### src/rtl/alu_op_issue_pkg.sv
// rtl/alu_op_issue_pkg.sv - shared ALU op codes, RV32 field constants and issue FSM states
package alu_op_issue_pkg;

  // ALU control codes consumed by the EX stage
  localparam logic [2:0] ALU_AND  = 3'b000;
  localparam logic [2:0] ALU_XOR  = 3'b001;
  localparam logic [2:0] ALU_SLL  = 3'b010;
  localparam logic [2:0] ALU_ADD  = 3'b011;
  localparam logic [2:0] ALU_SUB  = 3'b100;
  localparam logic [2:0] ALU_MUL  = 3'b101;
  localparam logic [2:0] ALU_ADDI = 3'b110;
  localparam logic [2:0] ALU_SRAI = 3'b111;

  // RV32 major opcodes
  localparam logic [6:0] OPC_OP     = 7'b0110011;
  localparam logic [6:0] OPC_OPIMM  = 7'b0010011;
  localparam logic [6:0] OPC_LOAD   = 7'b0000011;
  localparam logic [6:0] OPC_STORE  = 7'b0100011;
  localparam logic [6:0] OPC_BRANCH = 7'b1100011;

  // funct3 values
  localparam logic [2:0] F3_ADD = 3'b000;
  localparam logic [2:0] F3_SLL = 3'b001;
  localparam logic [2:0] F3_XOR = 3'b100;
  localparam logic [2:0] F3_SR  = 3'b101;
  localparam logic [2:0] F3_AND = 3'b111;

  // funct7 values
  localparam logic [6:0] F7_BASE   = 7'b0000000;
  localparam logic [6:0] F7_ALT    = 7'b0100000;
  localparam logic [6:0] F7_MULDIV = 7'b0000001;

  typedef enum logic [1:0] {
    ST_IDLE = 2'd0,
    ST_HOLD = 2'd1,
    ST_MULW = 2'd2
  } issue_state_e;

endpackage

### src/rtl/alu_op_issue_decode.sv
// rtl/alu_op_issue_decode.sv - combinational RV32 instruction to ALU control decode
module alu_op_decode
  import alu_op_issue_pkg::*;
(
  input  logic [31:0] inst_i,
  output logic [2:0]  alu_ctrl_o,
  output logic        alu_src_o,
  output logic [31:0] imm_o,
  output logic        reg_write_o,
  output logic        illegal_o
);

  logic [6:0]  w_opc;
  logic [6:0]  w_f7;
  logic [2:0]  w_f3;
  logic [31:0] w_imm_i;
  logic [31:0] w_imm_s;

  assign w_opc   = inst_i[6:0];
  assign w_f3    = inst_i[14:12];
  assign w_f7    = inst_i[31:25];
  assign w_imm_i = {{20{inst_i[31]}}, inst_i[31:20]};
  assign w_imm_s = {{20{inst_i[31]}}, inst_i[31:25], inst_i[11:7]};

  // Unmatched encodings fall back to a side-effect-free ADD (no write, rs2 operand)
  always_comb begin
    alu_ctrl_o  = ALU_ADD;
    alu_src_o   = 1'b0;
    imm_o       = '0;
    reg_write_o = 1'b0;
    illegal_o   = 1'b1;
    case (w_opc)
      OPC_OP: begin
        illegal_o   = 1'b0;
        reg_write_o = 1'b1;
        if (w_f7 == F7_BASE && w_f3 == F3_AND)        alu_ctrl_o = ALU_AND;
        else if (w_f7 == F7_BASE && w_f3 == F3_XOR)   alu_ctrl_o = ALU_XOR;
        else if (w_f7 == F7_BASE && w_f3 == F3_SLL)   alu_ctrl_o = ALU_SLL;
        else if (w_f7 == F7_BASE && w_f3 == F3_ADD)   alu_ctrl_o = ALU_ADD;
        else if (w_f7 == F7_ALT && w_f3 == F3_ADD)    alu_ctrl_o = ALU_SUB;
        else if (w_f7 == F7_MULDIV && w_f3 == F3_ADD) alu_ctrl_o = ALU_MUL;
        else begin
          illegal_o   = 1'b1;
          reg_write_o = 1'b0;
        end
      end
      OPC_OPIMM: begin
        if (w_f3 == F3_ADD) begin
          alu_ctrl_o  = ALU_ADDI;
          alu_src_o   = 1'b1;
          imm_o       = w_imm_i;
          reg_write_o = 1'b1;
          illegal_o   = 1'b0;
        end else if (w_f3 == F3_SR && w_f7 == F7_ALT) begin
          alu_ctrl_o  = ALU_SRAI;
          alu_src_o   = 1'b1;
          imm_o       = {27'd0, inst_i[24:20]};
          reg_write_o = 1'b1;
          illegal_o   = 1'b0;
        end
      end
      OPC_LOAD: begin
        alu_src_o   = 1'b1;
        imm_o       = w_imm_i;
        reg_write_o = 1'b1;
        illegal_o   = 1'b0;
      end
      OPC_STORE: begin
        alu_src_o   = 1'b1;
        imm_o       = w_imm_s;
        illegal_o   = 1'b0;
      end
      OPC_BRANCH: begin
        alu_ctrl_o  = ALU_SUB;
        illegal_o   = 1'b0;
      end
      default: ;
    endcase
  end

endmodule

### src/rtl/alu_op_issue.sv
// rtl/alu_op_issue.sv - ID/EX issue register with MUL occupancy bubbles (optional ALU_OP_ISSUE_PERF_EN counters)
module alu_op_issue
  import alu_op_issue_pkg::*;
#(
  parameter int MUL_LAT = 3,
  parameter int CNT_W   = 2
) (
  input  logic        clk_i,
  input  logic        rst_i,
  input  logic [31:0] inst_i,
  input  logic        inst_valid_i,
  output logic        inst_ready_o,
  input  logic        flush_i,
  output logic [2:0]  ALUCtrl_o,
  output logic        alu_src_o,
  output logic [31:0] imm_o,
  output logic [4:0]  rs1_o,
  output logic [4:0]  rs2_o,
  output logic [4:0]  rd_o,
  output logic        reg_write_o,
  output logic        illegal_o,
  output logic        valid_o,
  input  logic        ready_i
`ifdef ALU_OP_ISSUE_PERF_EN
  ,
  output logic [31:0] issued_cnt_o,
  output logic [31:0] bubble_cnt_o
`endif
);

  localparam logic [CNT_W-1:0] CNT_INIT = CNT_W'(MUL_LAT - 1);
  localparam logic [CNT_W-1:0] CNT_ONE  = CNT_W'(1);

  issue_state_e     r_state;
  logic [CNT_W-1:0] r_cnt;
  logic             r_valid;
  logic [2:0]       r_alu_ctrl;
  logic             r_alu_src;
  logic [31:0]      r_imm;
  logic [4:0]       r_rs1;
  logic [4:0]       r_rs2;
  logic [4:0]       r_rd;
  logic             r_reg_write;
  logic             r_illegal;

  logic [2:0]       w_dec_ctrl;
  logic             w_dec_src;
  logic [31:0]      w_dec_imm;
  logic             w_dec_rw;
  logic             w_dec_ill;
  logic             w_mul_stall;
  logic             w_load;

  alu_op_decode u_decode (
    .inst_i      (inst_i),
    .alu_ctrl_o  (w_dec_ctrl),
    .alu_src_o   (w_dec_src),
    .imm_o       (w_dec_imm),
    .reg_write_o (w_dec_rw),
    .illegal_o   (w_dec_ill)
  );

  // A held MUL leaving to EX must not be followed by a refill in the same edge
  assign w_mul_stall = (r_alu_ctrl == ALU_MUL) && (MUL_LAT > 1);

  // Upstream may push whenever the register is empty or is being drained this cycle
  always_comb begin
    inst_ready_o = 1'b0;
    case (r_state)
      ST_IDLE: inst_ready_o = 1'b1;
      ST_HOLD: inst_ready_o = ready_i && !w_mul_stall;
      default: inst_ready_o = 1'b0;
    endcase
  end

  assign w_load = inst_valid_i && inst_ready_o && !flush_i;

  // Issue FSM: entry occupancy, MUL bubble countdown, flush recovery
  always_ff @(posedge clk_i or negedge rst_i) begin
    if (!rst_i) begin
      r_state <= ST_IDLE;
      r_valid <= 1'b0;
      r_cnt   <= '0;
    end else if (flush_i) begin
      r_state <= ST_IDLE;
      r_valid <= 1'b0;
      r_cnt   <= '0;
    end else begin
      case (r_state)
        ST_IDLE: begin
          if (w_load) begin
            r_state <= ST_HOLD;
            r_valid <= 1'b1;
          end
        end
        ST_HOLD: begin
          if (ready_i) begin
            if (w_mul_stall) begin
              r_state <= ST_MULW;
              r_valid <= 1'b0;
              r_cnt   <= CNT_INIT;
            end else if (!w_load) begin
              r_state <= ST_IDLE;
              r_valid <= 1'b0;
            end
          end
        end
        ST_MULW: begin
          if (r_cnt <= CNT_ONE) begin
            r_state <= ST_IDLE;
            r_cnt   <= '0;
          end else begin
            r_cnt <= r_cnt - CNT_ONE;
          end
        end
        default: begin
          r_state <= ST_IDLE;
          r_valid <= 1'b0;
          r_cnt   <= '0;
        end
      endcase
    end
  end

  // Output payload captured on accept; illegal flags only the first cycle of the entry
  always_ff @(posedge clk_i or negedge rst_i) begin
    if (!rst_i) begin
      r_alu_ctrl  <= ALU_ADD;
      r_alu_src   <= 1'b0;
      r_imm       <= '0;
      r_rs1       <= '0;
      r_rs2       <= '0;
      r_rd        <= '0;
      r_reg_write <= 1'b0;
      r_illegal   <= 1'b0;
    end else begin
      r_illegal <= w_load && w_dec_ill;
      if (w_load) begin
        r_alu_ctrl  <= w_dec_ctrl;
        r_alu_src   <= w_dec_src;
        r_imm       <= w_dec_imm;
        r_rs1       <= inst_i[19:15];
        r_rs2       <= inst_i[24:20];
        r_rd        <= inst_i[11:7];
        r_reg_write <= w_dec_rw;
      end
    end
  end

  assign valid_o     = r_valid;
  assign ALUCtrl_o   = r_alu_ctrl;
  assign alu_src_o   = r_alu_src;
  assign imm_o       = r_imm;
  assign rs1_o       = r_rs1;
  assign rs2_o       = r_rs2;
  assign rd_o        = r_rd;
  assign reg_write_o = r_reg_write;
  assign illegal_o   = r_illegal;

`ifdef ALU_OP_ISSUE_PERF_EN
  logic [31:0] r_issued_cnt;
  logic [31:0] r_bubble_cnt;

  // Free-running event counters; flush deliberately leaves them alone
  always_ff @(posedge clk_i or negedge rst_i) begin
    if (!rst_i) begin
      r_issued_cnt <= '0;
      r_bubble_cnt <= '0;
    end else begin
      if (r_valid && ready_i) r_issued_cnt <= r_issued_cnt + 32'd1;
      if (r_state == ST_MULW) r_bubble_cnt <= r_bubble_cnt + 32'd1;
    end
  end

  assign issued_cnt_o = r_issued_cnt;
  assign bubble_cnt_o = r_bubble_cnt;
`endif

endmodule
### config.mk
export PLATFORM = sky130hd
export DESIGN_NAME = alu_op_issue
export DESIGN_NICKNAME = d
export VERILOG_FILES = /design/src/rtl/alu_op_issue_pkg.sv /design/src/rtl/alu_op_issue_decode.sv /design/src/rtl/alu_op_issue.sv
export SDC_FILE = /design/constraint.sdc
export NUM_CORES = 1
export LEC_CHECK = 0
export ABC_AREA = 1
export BUFFER_PORTS_ARGS = -buffer_cell sky130_fd_sc_hd__buf_2
export CAP_MARGIN = 5
export CELL_PAD_IN_SITES_DETAIL_PLACEMENT = 2
export CELL_PAD_IN_SITES_GLOBAL_PLACEMENT = 2
export CORE_UTILIZATION = 26
export CTS_CLUSTER_SIZE = 8
export DETAILED_ROUTE_END_ITERATION = 8
export PLACE_DENSITY = 0.8
export SLEW_MARGIN = 5
export SYNTH_ARGS = -nofsm -noshare
export SYNTH_HDL_FRONTEND = slang
export SYNTH_HIERARCHICAL = 1
export SYNTH_SLANG_ARGS = --single-unit
export TNS_END_PERCENT = 20
### constraint.sdc
create_clock -name clk_i -period 1.5 [get_ports clk_i]
set_input_delay 0.15 -clock clk_i [delete_from_list [all_inputs] [get_ports clk_i]]
set_output_delay 0.15 -clock clk_i [all_outputs]
set_load 0.02 [all_outputs]
==> impl_results.md <==
- Setup-failing EPs final: 37
- Cell types with the largest area share after synthesis: sky130_fd_sc_hd__dfrtp_1 43%, sky130_fd_sc_hd__nand2_1 19%, sky130_fd_sc_hd__o21ai_0 9.2%
- Leading cell type in the layout, fill and taps excluded: sky130_fd_sc_hd__nand2_1
- Slew HR: roughly 78%
- Worst Setup Path Type: reg -> out
- Post-Syn Instances: between 400 and 500
- Required time of the worst setup path: approximately 1.4 ns
- Switching share of total power: a little under a third
- Crit-path max cell delay: 0.38 ns
- Global route total overflow: 0
- Crit. End Element: primary output
- Reg-to-reg setup timing slack: -0.04 ns
- Net count after synthesis: around 480
- Cell type with the largest total area after synthesis: sky130_fd_sc_hd__dfrtp_1
- Logic pwr share: 26.6%
- Min Clock Period, post-route: roughly 1.6 ns
- Number of antenna violations at the first check in global routing: 0
- Worst R2R End: r_state[0]
- Post-detailed-placement half-perimeter wirelength: 8110 um
- Placed instance count: approximately 680
- Startpoint types: register
- Endpoint of the worst hold path: rs1_o[0]
- Wire per inst: roughly 16 um
- Via density: roughly 4.6
- Buffers on Ports: just over 90
- Slowest stage cell on the critical path: sky130_fd_sc_hd__dfrtp_1
- Layout net count: roughly 560
- Final cell count without fillers: ~700
- Layout cell share with drive strength beyond 1: 32.0%
- Run status: finished, violations left
- Clock Tree Root: sky130_fd_sc_hd__clkbuf_16
- Synthesized area per cell: about 7.5 um^2
- Power share of the sequential group: ~32%
- Setup repair after global routing missed its margin: yes
- Worst hold margin: about 0.025 ns
- Routed length on met2: between 5000 and 6000 um
- Clock insertion delay at the later pin of the skew report: around 0.33 ns
- Area of all placed cells without fillers: 4370 um^2
- Switching power: around 1900 uW
- Pin count of the biggest net entering global routing: 39
- Synth Cell Area: 3270 um^2
- H-tree depth reported by CTS: 3
- Clk sink count: between 50 and 60
- Count of routing violations after the opening detailed-route iteration: 97
- Library cells used by synthesis: 32
- DRC violation count after routing: 0
- Starting utilization of the core area: a little over a quarter
- Sequential cell area fraction in the yosys report: ~45%
- Critical Path AT: about 1.4 ns
- HP Start: inst_i[15]
- Tightest Pin Transition: around 0.32 ns
- Yosys top cell area share: ~43%
- Min-Delay Path Depth: 3
- Floorplan die area: 13000 um^2
- Top layer used by detailed routing: met4
- Clk buf depth: 2
- Clock transition at the register clock pins on the worst setup and hold paths after CTS: around 0.050 ns
- Classification of the worst-slack hold path: in -> reg
- Post-route ant nets: 0
- Final estimated routing congestion in global placement: 0.777
- DRT Pass-1 Iters: 3
- Die boundary width: 114 um
- Post-DP Area: 3910 um^2
- Final worst clock skew: 0.00659 ns
- Via total after detailed routing: about 3.2k
- Cts bufs inserted: 9
- Total I/O pin count: 92
- Standby leakage power: roughly 0.0025 uW
- Met3 wire len: roughly 370 um
- Count of warnings emitted by yosys: 6
- Area growth from synthesis to layout: 33.8%
- Number of storage elements in the synthesis netlist: just under 60
- M1 wire length: just under 5000 um
- Most used cells in the layout excluding fill and tap cells: 163 x sky130_fd_sc_hd__nand2_1, 90 x sky130_fd_sc_hd__buf_2, 55 x sky130_fd_sc_hd__dfrtp_1, 45 x sky130_fd_sc_hd__o21ai_0, 29 x sky130_fd_sc_hd__inv_1
- Final Slew Violations: 0
- Final wirelength: about 11000 um
- Count of max-cap constraint violations: 0
- Die Ht: 114 um
- Row count: 40
- Peak supply drop: between 500 and 600 uV
- Design internal power: ~4100 uW
- Maximum fanout count along the critical path: 3
- Violated checks: setup timing
- All-Layer GR Usage: between 15 and 20%
- Global-route wire length before repair: approximately 18000 um
- CTS tree: done
- Summed negative setup slack over all endpoints: -0.504 ns
- Pwr/cell area: 1360 nW/um^2
- Core footprint: 12100 um^2
- Share of total power in the clock network: between 40% and 50%
- Antenna diodes: 0
- Vias in the first global route: 3475
- Depth of the worst register-to-register path: 9
- Final hold violation count: 0
- Timing-limited maximum frequency: around 640 MHz
- Critical R2R Launch: r_state[1]
- Final critical-path setup slack: -0.0685 ns
- Post-route fraction of the period consumed by the critical path: 105%
- Critical path, cell by cell: inv_2, ha_4, nand2_4, inv_2, nand2_2, nand2_4, buf_6, buf_6
area by class of cell:
| cell class | instances | area [um^2] |
|---|---|---|
| Fill cell | 1420 | 7740 |
| Multi-Input combinational cell | 302 | 1490 |
| Sequential cell | 58 | 1460 |
| Timing Repair Buffer | 115 | 723 |
| Clock buffer | 11 | 253 |
| Tap cell | 168 | 210 |
| Inverter | 37 | 140 |
| Clock inverter | 5 | 100 |
synth_stat cells:
library cell and instances:
sky130_fd_sc_hd__nand2_1 164, sky130_fd_sc_hd__o21ai_0 60, sky130_fd_sc_hd__dfrtp_1 56, sky130_fd_sc_hd__inv_1 33, sky130_fd_sc_hd__nor2_1 24, sky130_fd_sc_hd__buf_4 20
sky130_fd_sc_hd__nand3_1 12, sky130_fd_sc_hd__clkbuf_1 9, sky130_fd_sc_hd__nand4_1 6, sky130_fd_sc_hd__a21boi_0 5, sky130_fd_sc_hd__buf_6 5, sky130_fd_sc_hd__nand2_2 5
sky130_fd_sc_hd__ha_1 4, sky130_fd_sc_hd__nor2_2 4, sky130_fd_sc_hd__inv_2 3, sky130_fd_sc_hd__a21oi_1 2, sky130_fd_sc_hd__buf_2 2, sky130_fd_sc_hd__dfstp_2 2
sky130_fd_sc_hd__nand3_2 2, sky130_fd_sc_hd__nor3_1 2, sky130_fd_sc_hd__nor3_2 2, sky130_fd_sc_hd__o21ai_1 2, sky130_fd_sc_hd__a211oi_1 1, sky130_fd_sc_hd__a21oi_4 1
sky130_fd_sc_hd__clkbuf_2 1, sky130_fd_sc_hd__clkinv_2 1, sky130_fd_sc_hd__nand2_4 1, sky130_fd_sc_hd__nand3_4 1, sky130_fd_sc_hd__nor2_8 1, sky130_fd_sc_hd__nor3b_1 1
sky130_fd_sc_hd__nor3b_2 1, sky130_fd_sc_hd__or2_1 1
sequential cells by signal, summed over array words and instances, names as in the netlist:
name,cells
rs2_o,5
reg_write_o,1
r_state,2
illegal_o,1
ALUCtrl_o,3
rd_o,5
alu_src_o,1
valid_o,1
imm_o,32
r_cnt,2
rs1_o,5
worst max path at each step:
stage          startpoint           end  slack, ns  cells after the start
3_3_place_gp   r_state[0]      r_cnt[0]      0.008                      6
5_1_grt        r_state[1]  inst_ready_o      -0.14                      8
3_5_place_dp   r_state[0]      r_cnt[0]      -0.13                      7
4_1_cts        r_state[0]  inst_ready_o      -0.09                      7
2_1_floorplan  r_state[1]  ALUCtrl_o[2]     -0.002                     10
6_report       r_state[1]  inst_ready_o      -0.07                      8
metrics by stage:
stage / setup WS (ns) / total power (uW) / util (%)
4_1_cts: -0.0870 / 6010 / 36.0
6_report: -0.0685 / 5960 / 36.1
3_3_place_gp: 0.00846 / 3340 / 32.3
5_1_grt: -0.139 / 6260 / 36.1
3_5_place_dp: -0.126 / 3430 / 32.3
2_1_floorplan: -0.00221 / 2760 / -
kinds of logic (layout without fill, tap and decap cells):
| group | count (synthesis) | in the layout | synth area share, % |
|---|---|---|---|
| flip-flops | 58 | 58 | 44.5 |
| AO/OA/AOI/OAI | 71 | 71 | 11.7 |
| adder cells (fa/ha/maj) | 4 | 4 | 1.53 |
| AND/OR/NAND/NOR | 227 | 227 | 30.2 |
| buffers and inverters | 74 | 168 | 12.1 |
worst max-delay path: cells and delay by family (launching register included):
family	cells	cell delay, ns
buffers and inverters	4	0.35
adders and majority gates	1	0.16
DFF	1	0.38
and+or+nand+nor	3	0.19
routing by layer:
layer / vias to the layer above / GRT usage, %
met2: 68 / 31.6
met1: 1567 / 21.7
met3: 13 / 3.39
met5: - / 0
met4: 0 / 6.23
li1: 1521 / -
power groups by stage:
stage,logic [uW],registers [uW],clock network [uW]
floorplan,575,2180,0
global placement,1400,1930,0
detailed placement,1470,1950,0
CTS,1580,1930,2500
global route,1730,1960,2560
finish,1590,1930,2440
repair_timing:
action / CTS / global route
pin swaps: 4 / 0
buffers inserted: 3 / 0
resized for setup: 29 / 8
endpoints found under the setup margin: 58 / 59
hold endpoints to repair: 15 / 0
hold buffers: 1 / 0
No activity file was read; power rests on OpenSTA's default activity.
